--- src/rtl/xlr8_io_fifo_pkg.sv ---
// xlr8_io_fifo_pkg: CTRL/STATUS bit positions and the CTRL register type
// shared by the receive FIFO top level and its storage.
package xlr8_io_fifo_pkg;

    localparam int CTRL_EN    = 0;
    localparam int CTRL_IEN   = 1;
    localparam int CTRL_FLUSH = 2;
    localparam int CTRL_OVF   = 5;
    localparam int CTRL_EMPTY = 6;
    localparam int CTRL_FULL  = 7;

    typedef struct packed {
        logic ovf;
        logic ien;
        logic en;
    } ctrl_t;

endpackage

--- src/rtl/xlr8_io_fifo_mem.sv ---
// xlr8_io_fifo_mem: circular byte storage with wrapping pointers and occupancy count.
// The caller guarantees push only when not full and pop only when not empty.
module xlr8_io_fifo_mem #(
    parameter int DEPTH = 16
) (
    input  logic                     clk,
    input  logic                     rst,
    input  logic                     push,
    input  logic                     pop,
    input  logic                     flush,
    input  logic [7:0]               din,
    output logic [7:0]               head,
    output logic                     full,
    output logic                     empty,
    output logic [$clog2(DEPTH):0]   count
);

    localparam int AW = $clog2(DEPTH);
    localparam int CW = AW + 1;

    logic [7:0]    mem [DEPTH];
    logic [AW-1:0] wr_ptr;
    logic [AW-1:0] rd_ptr;

    assign head  = mem[rd_ptr];
    assign full  = count == CW'(DEPTH);
    assign empty = count == '0;

    always_ff @(posedge clk or posedge rst) begin
        if (rst) begin
            wr_ptr <= '0;
            rd_ptr <= '0;
            count  <= '0;
        end else if (flush) begin
            wr_ptr <= '0;
            rd_ptr <= '0;
            count  <= '0;
        end else begin
            wr_ptr <= push ? wr_ptr + 1'b1 : wr_ptr;
            rd_ptr <= pop ? rd_ptr + 1'b1 : rd_ptr;
            count  <= count + CW'(push) - CW'(pop);
        end
    end

    // Storage is not reset; a flushed or reset FIFO never exposes stale entries.
    always_ff @(posedge clk) begin
        if (push && !flush) mem[wr_ptr] <= din;
    end

endmodule

--- src/rtl/xlr8_io_fifo.sv ---
// xlr8_io_fifo: receive-side byte FIFO on the AVR IO bus; fabric pushes via
// valid/ready, the CPU pops by reading DATA, and PEND drives one xlr8_irq bit.
module xlr8_io_fifo
    import xlr8_io_fifo_pkg::*;
#(
    parameter logic [5:0] CTRL_ADR = 6'h20,
    parameter logic [5:0] DATA_ADR = 6'h21,
    parameter logic [5:0] CNT_ADR  = 6'h22,
    parameter int         DEPTH    = 16
) (
    input  logic       clk,
    input  logic       rst,
    input  logic [5:0] io_arb_mux_adr,
    input  logic       io_arb_mux_iore,
    input  logic       io_arb_mux_iowe,
    input  logic [7:0] io_arb_mux_dbusout,
    output logic [7:0] stgi_xf_io_slv_dbusout,
    output logic       stgi_xf_io_slv_out_en,
    input  logic       in_valid,
    input  logic [7:0] in_data,
    output logic       in_ready,
    output logic       irq,
    input  logic       irq_ack
);

    localparam int AW = $clog2(DEPTH);

    ctrl_t       ctrl;
    logic        pend;
    logic [7:0]  head;
    logic        full;
    logic        empty;
    logic [AW:0] count;
    logic [7:0]  status;
    logic        ctrl_hit, data_hit, cnt_hit;
    logic        ctrl_wr, flush, push, pop;
    logic        ovf_set, ovf_clr, pend_set, pend_clr;

    assign ctrl_hit = io_arb_mux_adr == CTRL_ADR;
    assign data_hit = io_arb_mux_adr == DATA_ADR;
    assign cnt_hit  = io_arb_mux_adr == CNT_ADR;

    assign ctrl_wr  = io_arb_mux_iowe && ctrl_hit;
    assign flush    = ctrl_wr && io_arb_mux_dbusout[CTRL_FLUSH];

    // Flush discards a same-cycle push or pop and does not count as overflow.
    assign in_ready = ctrl.en && !full;
    assign push     = in_valid && in_ready && !flush;
    assign pop      = io_arb_mux_iore && data_hit && !empty && !flush;
    assign ovf_set  = in_valid && ctrl.en && full && !flush;
    assign ovf_clr  = ctrl_wr && io_arb_mux_dbusout[CTRL_OVF];
    assign pend_set = push && empty && ctrl.ien;
    assign pend_clr = irq_ack || flush || (ctrl_wr && !io_arb_mux_dbusout[CTRL_IEN]);

    xlr8_io_fifo_mem #(.DEPTH(DEPTH)) u_mem (
        .clk   (clk),
        .rst   (rst),
        .push  (push),
        .pop   (pop),
        .flush (flush),
        .din   (in_data),
        .head  (head),
        .full  (full),
        .empty (empty),
        .count (count)
    );

    always_ff @(posedge clk or posedge rst) begin
        if (rst) begin
            ctrl <= '0;
            pend <= 1'b0;
        end else begin
            if (ctrl_wr) begin
                ctrl.en  <= io_arb_mux_dbusout[CTRL_EN];
                ctrl.ien <= io_arb_mux_dbusout[CTRL_IEN];
            end
            ctrl.ovf <= ovf_set || (ctrl.ovf && !ovf_clr);
            pend     <= pend_set || (pend && !pend_clr);
        end
    end

    assign irq = pend;

    always_comb begin
        status                  = '0;
        status[CTRL_FULL]       = full;
        status[CTRL_EMPTY]      = empty;
        status[CTRL_OVF]        = ctrl.ovf;
        status[CTRL_IEN]        = ctrl.ien;
        status[CTRL_EN]         = ctrl.en;
        stgi_xf_io_slv_out_en   = io_arb_mux_iore && (ctrl_hit || data_hit || cnt_hit);
        stgi_xf_io_slv_dbusout  = !stgi_xf_io_slv_out_en ? 8'h00 :
                                  ctrl_hit ? status :
                                  data_hit ? (empty ? 8'h00 : head) :
                                  8'(count);
    end

endmodule
--- config.mk ---
export PLATFORM = sky130hd
export DESIGN_NAME = xlr8_io_fifo
export DESIGN_NICKNAME = d
export VERILOG_FILES = /design/src/rtl/xlr8_io_fifo_pkg.sv /design/src/rtl/xlr8_io_fifo_mem.sv /design/src/rtl/xlr8_io_fifo.sv
export SDC_FILE = /design/constraint.sdc
export NUM_CORES = 1
export LEC_CHECK = 0
export ABC_AREA = 1
export BUFFER_PORTS_ARGS = -buffer_cell sky130_fd_sc_hd__buf_2
export CORE_MARGIN = 5
export CORE_UTILIZATION = 60
export DETAILED_ROUTE_END_ITERATION = 10
export PLACE_DENSITY = 0.79
export SKIP_CTS_REPAIR_TIMING = 1
export SYNTH_ARGS = -nofsm -noshare
export SYNTH_HDL_FRONTEND = slang
export SYNTH_SLANG_ARGS = --single-unit
--- constraint.sdc ---
create_clock -name clk -period 7.5 [get_ports clk]
set_clock_uncertainty 0.15 [all_clocks]
set_input_delay 1.5 -clock clk [delete_from_list [all_inputs] [get_ports clk]]
set_output_delay 1.5 -clock clk [all_outputs]
set_load 0.03 [all_outputs]
==> key figures <==
Clock network
  • Worst skew pair latency: about 0.42 ns
  • CTS max path bufs: 2
  • CTS Buf Count: 17
  • Clock sink count: 145
  • H-Tree Depth: 4
  • TritonCTS clock tree: built
  • Worst-path clk slew: about 0.060 ns
  • Root Buffer Master: clkbuf_16

Placement
  • Detailed Place HPWL: a little over 9000 µm
  • DP Area: around 7100 µm²
  • RePlAce Congestion: roughly 0.9
  • IO Port Bufs: 34

Yosys
  • Synth async-reset ratio: a little under an eighth
  • Ys flop type: edfxtp_1
  • Cell count after synthesis: 696
  • Post-Syn Area: ~7000 µm²
  • Cell variety after synth: 30
  • Sequential element share of the synthesized area: between 60 and 70%
  • Post-synth net total: between 700 and 800
  • Most area-hungry cell type in the Yosys netlist: edfxtp_1
  • Post-synth top area share: 56.5%
  • YS warnings: 0
  • Syn_area_per_cell: 9.78 µm²
  • Seq cells post-synth: 145
  • EDFF count, synth: 128
  • Synth area leaders: edfxtp_1 56%, nand2_1 11%, nand3_1 7.4%

Drt
  • Avg WL per Cell: ~17 µm
  • DR vias/cell: about 5.5
  • Via count: 4879
  • Antenna Nets Post-Route: 0
  • DRT Pass-1 Iters: 5
  • Total Wirelength: between 15000 and 20000 µm
  • 1st-iter DRT viols: 486
  • DRC errors left: 0

Timing
  • Setup Total Neg Slack: 0 ns
  • Maximum clock rate: between 200 and 250 MHz
  • Slew @ Worst Pin: about 1.3 ns
  • Final Critical Period: a little under 5 ns
  • Setup violations, final: 0
  • Max_slew headroom: 10.7%
  • Final Hold Fails: 0
  • Slew Limit Fails: 0
  • Period Utilization, post-route: approximately two thirds
  • RSZ-0062 raised after global routing: false

Floorplan
  • Core Area: 11000 µm²
  • DIE AREA: 13600 µm²
  • Num ports: 39
  • Chip height: ~120 µm
  • DIE WIDTH: 117 µm
  • Row count: 38
  • Initial Util: 62.0%

Power
  • Peak supply drop: roughly 0.00024 V
  • Power per cell area: ~320 nW/µm²
  • Leak pwr: around 3.5 nW

GRT
  • GRT overflow: 0
  • Pin count of the biggest net entering global routing: between 60 and 70
  • First-pass GRT wire length: 23900 µm
  • Vias in the first global route: 4828
  • Antenna violations before repair: 0
  • Total track usage: about 24%

Setup path
  • CP Launch Type: flop
  • Crit. End Element: output port
  • Required time worst endpoint: 5.85 ns
  • Largest fanout on the critical path: 67
  • Arrival time worst endpoint: 3.22 ns
  • CP Class: flop to output port

Layout
  • Sequential Area: ~4300 µm²
  • Fill cell count: roughly 740
  • Share of post-route cells with drive strength above 1: 12.3%
  • Area delta synth->final: 13.6%
  • Post-layout instance area: 7730 µm²
  • Ant. Diodes: 0
  • Multi-input gate area: roughly 1900 µm²
  • Fin nets: between 700 and 800

Flow run
  • Maxcap violations: 0

Min path
  • Worst Hold Class: flop to flop

Status
  • Status: complete, no violations
## cell type report
type,instances,area share (%)
flip-flops and latches,145,55.3
multi-input cells,391,24.4
inverters,134,6.53
clock buffers,17,5.51
repair buffers,45,3.27
clock inverters,14,2.75
well taps,140,2.27
## worst max-delay path, stage by stage (launching register included)
cell and delay (ns):
dfrtp_2 0.33, buf_4 0.58, inv_2 0.65, nand2_1 0.22, nand3_1 0.11, nand3_1 0.16, nand3_1 0.12, nand2_1 0.09
nand2_1 0.05, a21oi_1 0.17, buf_2 0.23
## worst paths after layout
path | startpoint | slack (ns) | to | cells past startpoint
worst max-delay path | u_mem.rd_ptr[0] | 2.63 | stgi_xf_io_slv_dbusout[7] | 10
worst min-delay path | ctrl[2] | 0.33 | ctrl[2] | 2
worst max register to register | u_mem.count[2] | 4.37 | u_mem.count[4] | 16
worst min register to register | ctrl[2] | 0.33 | ctrl[2] | 2
max in group asynchronous | rst | 5.69 | u_mem.rd_ptr[0] | 2
min in group asynchronous | rst | 1.02 | u_mem.wr_ptr[3] | 2
## synthesized netlist by cell type (all sizes together) (3+ instances only)
| cell | number |
|---|---|
| ha | 11 |
| o21ai | 13 |
| clkinv | 3 |
| inv | 131 |
| nand4 | 4 |
| nand3 | 100 |
| edfxtp | 128 |
| buf | 21 |
| a21oi | 15 |
| clkbuf | 5 |
| nor3 | 18 |
| dfrtp | 17 |
| nand2 | 207 |
| nor2 | 16 |
## placed cells by master, fill, tap and decap left out, types with 5 or more instances in the layout
cell type / Yosys / layout
nand2_1: 203 / 203
inv_1: 128 / 128
edfxtp_1: 128 / 128
nand3_1: 100 / 100
buf_2: 14 / 34
nor3_1: 18 / 18
clkbuf_16: 0 / 17
dfrtp_1: 17 / 16
a21oi_1: 15 / 15
nor2_1: 12 / 12
ha_1: 11 / 11
buf_4: 4 / 11
o21ai_0: 10 / 10
bufinv_16: 0 / 5
## metrics by stage
stage	utilization [%]	hold slack (ns)	worst slack, ns	power [mW]	std cells
floorplan	-	0.301	3.13	1.39	696
global route	70.4	0.355	2.38	2.55	886
finish	70.4	0.331	2.63	2.44	886
global placement	64.5	0.323	3.20	1.50	855
CTS	70.4	0.333	2.68	2.43	886
detailed placement	64.5	0.319	3.18	1.53	855
## logic make-up (layout without fill, tap and decap cells)
logic type | count (synthesis) | count (layout) | share of synthesized area, %
compound gates | 29 | 29 | 2.17
xor+xnor | 3 | 3 | 0.386
mux | 1 | 1 | 0.165
flops | 145 | 145 | 62.7
buf+inv | 160 | 210 | 9.54
simple gates | 346 | 346 | 22.7
fa+ha+maj | 12 | 12 | 2.32
## sequential cells by signal, summed over array words and instances (netlist names)
register / count
u_mem.wr_ptr: 4
u_mem.mem: 128
ctrl: 3
u_mem.rd_ptr: 4
irq: 1
u_mem.count: 5
## power breakdown
group          internal, mW  leakage (nW)  switching, mW  total (mW)
registers             0.927          1.35         0.0488       0.976
logic                 0.169          1.83          0.385       0.553
clock network         0.586         0.303          0.320       0.906
total                  1.68          3.49          0.753        2.44
## per-layer routing
| metal | global-route usage (%) | wire length (µm) | vias to the layer above |
|---|---|---|---|
| met5 | 0 | 0 | - |
| met4 | 8.74 | 359 | 0 |
| met3 | 6.17 | 1330 | 35 |
| met2 | 42.0 | 7860 | 242 |
| met1 | 29.2 | 5680 | 2277 |
| li1 | - | - | 2325 |
Power figures use the tool's default switching activity.
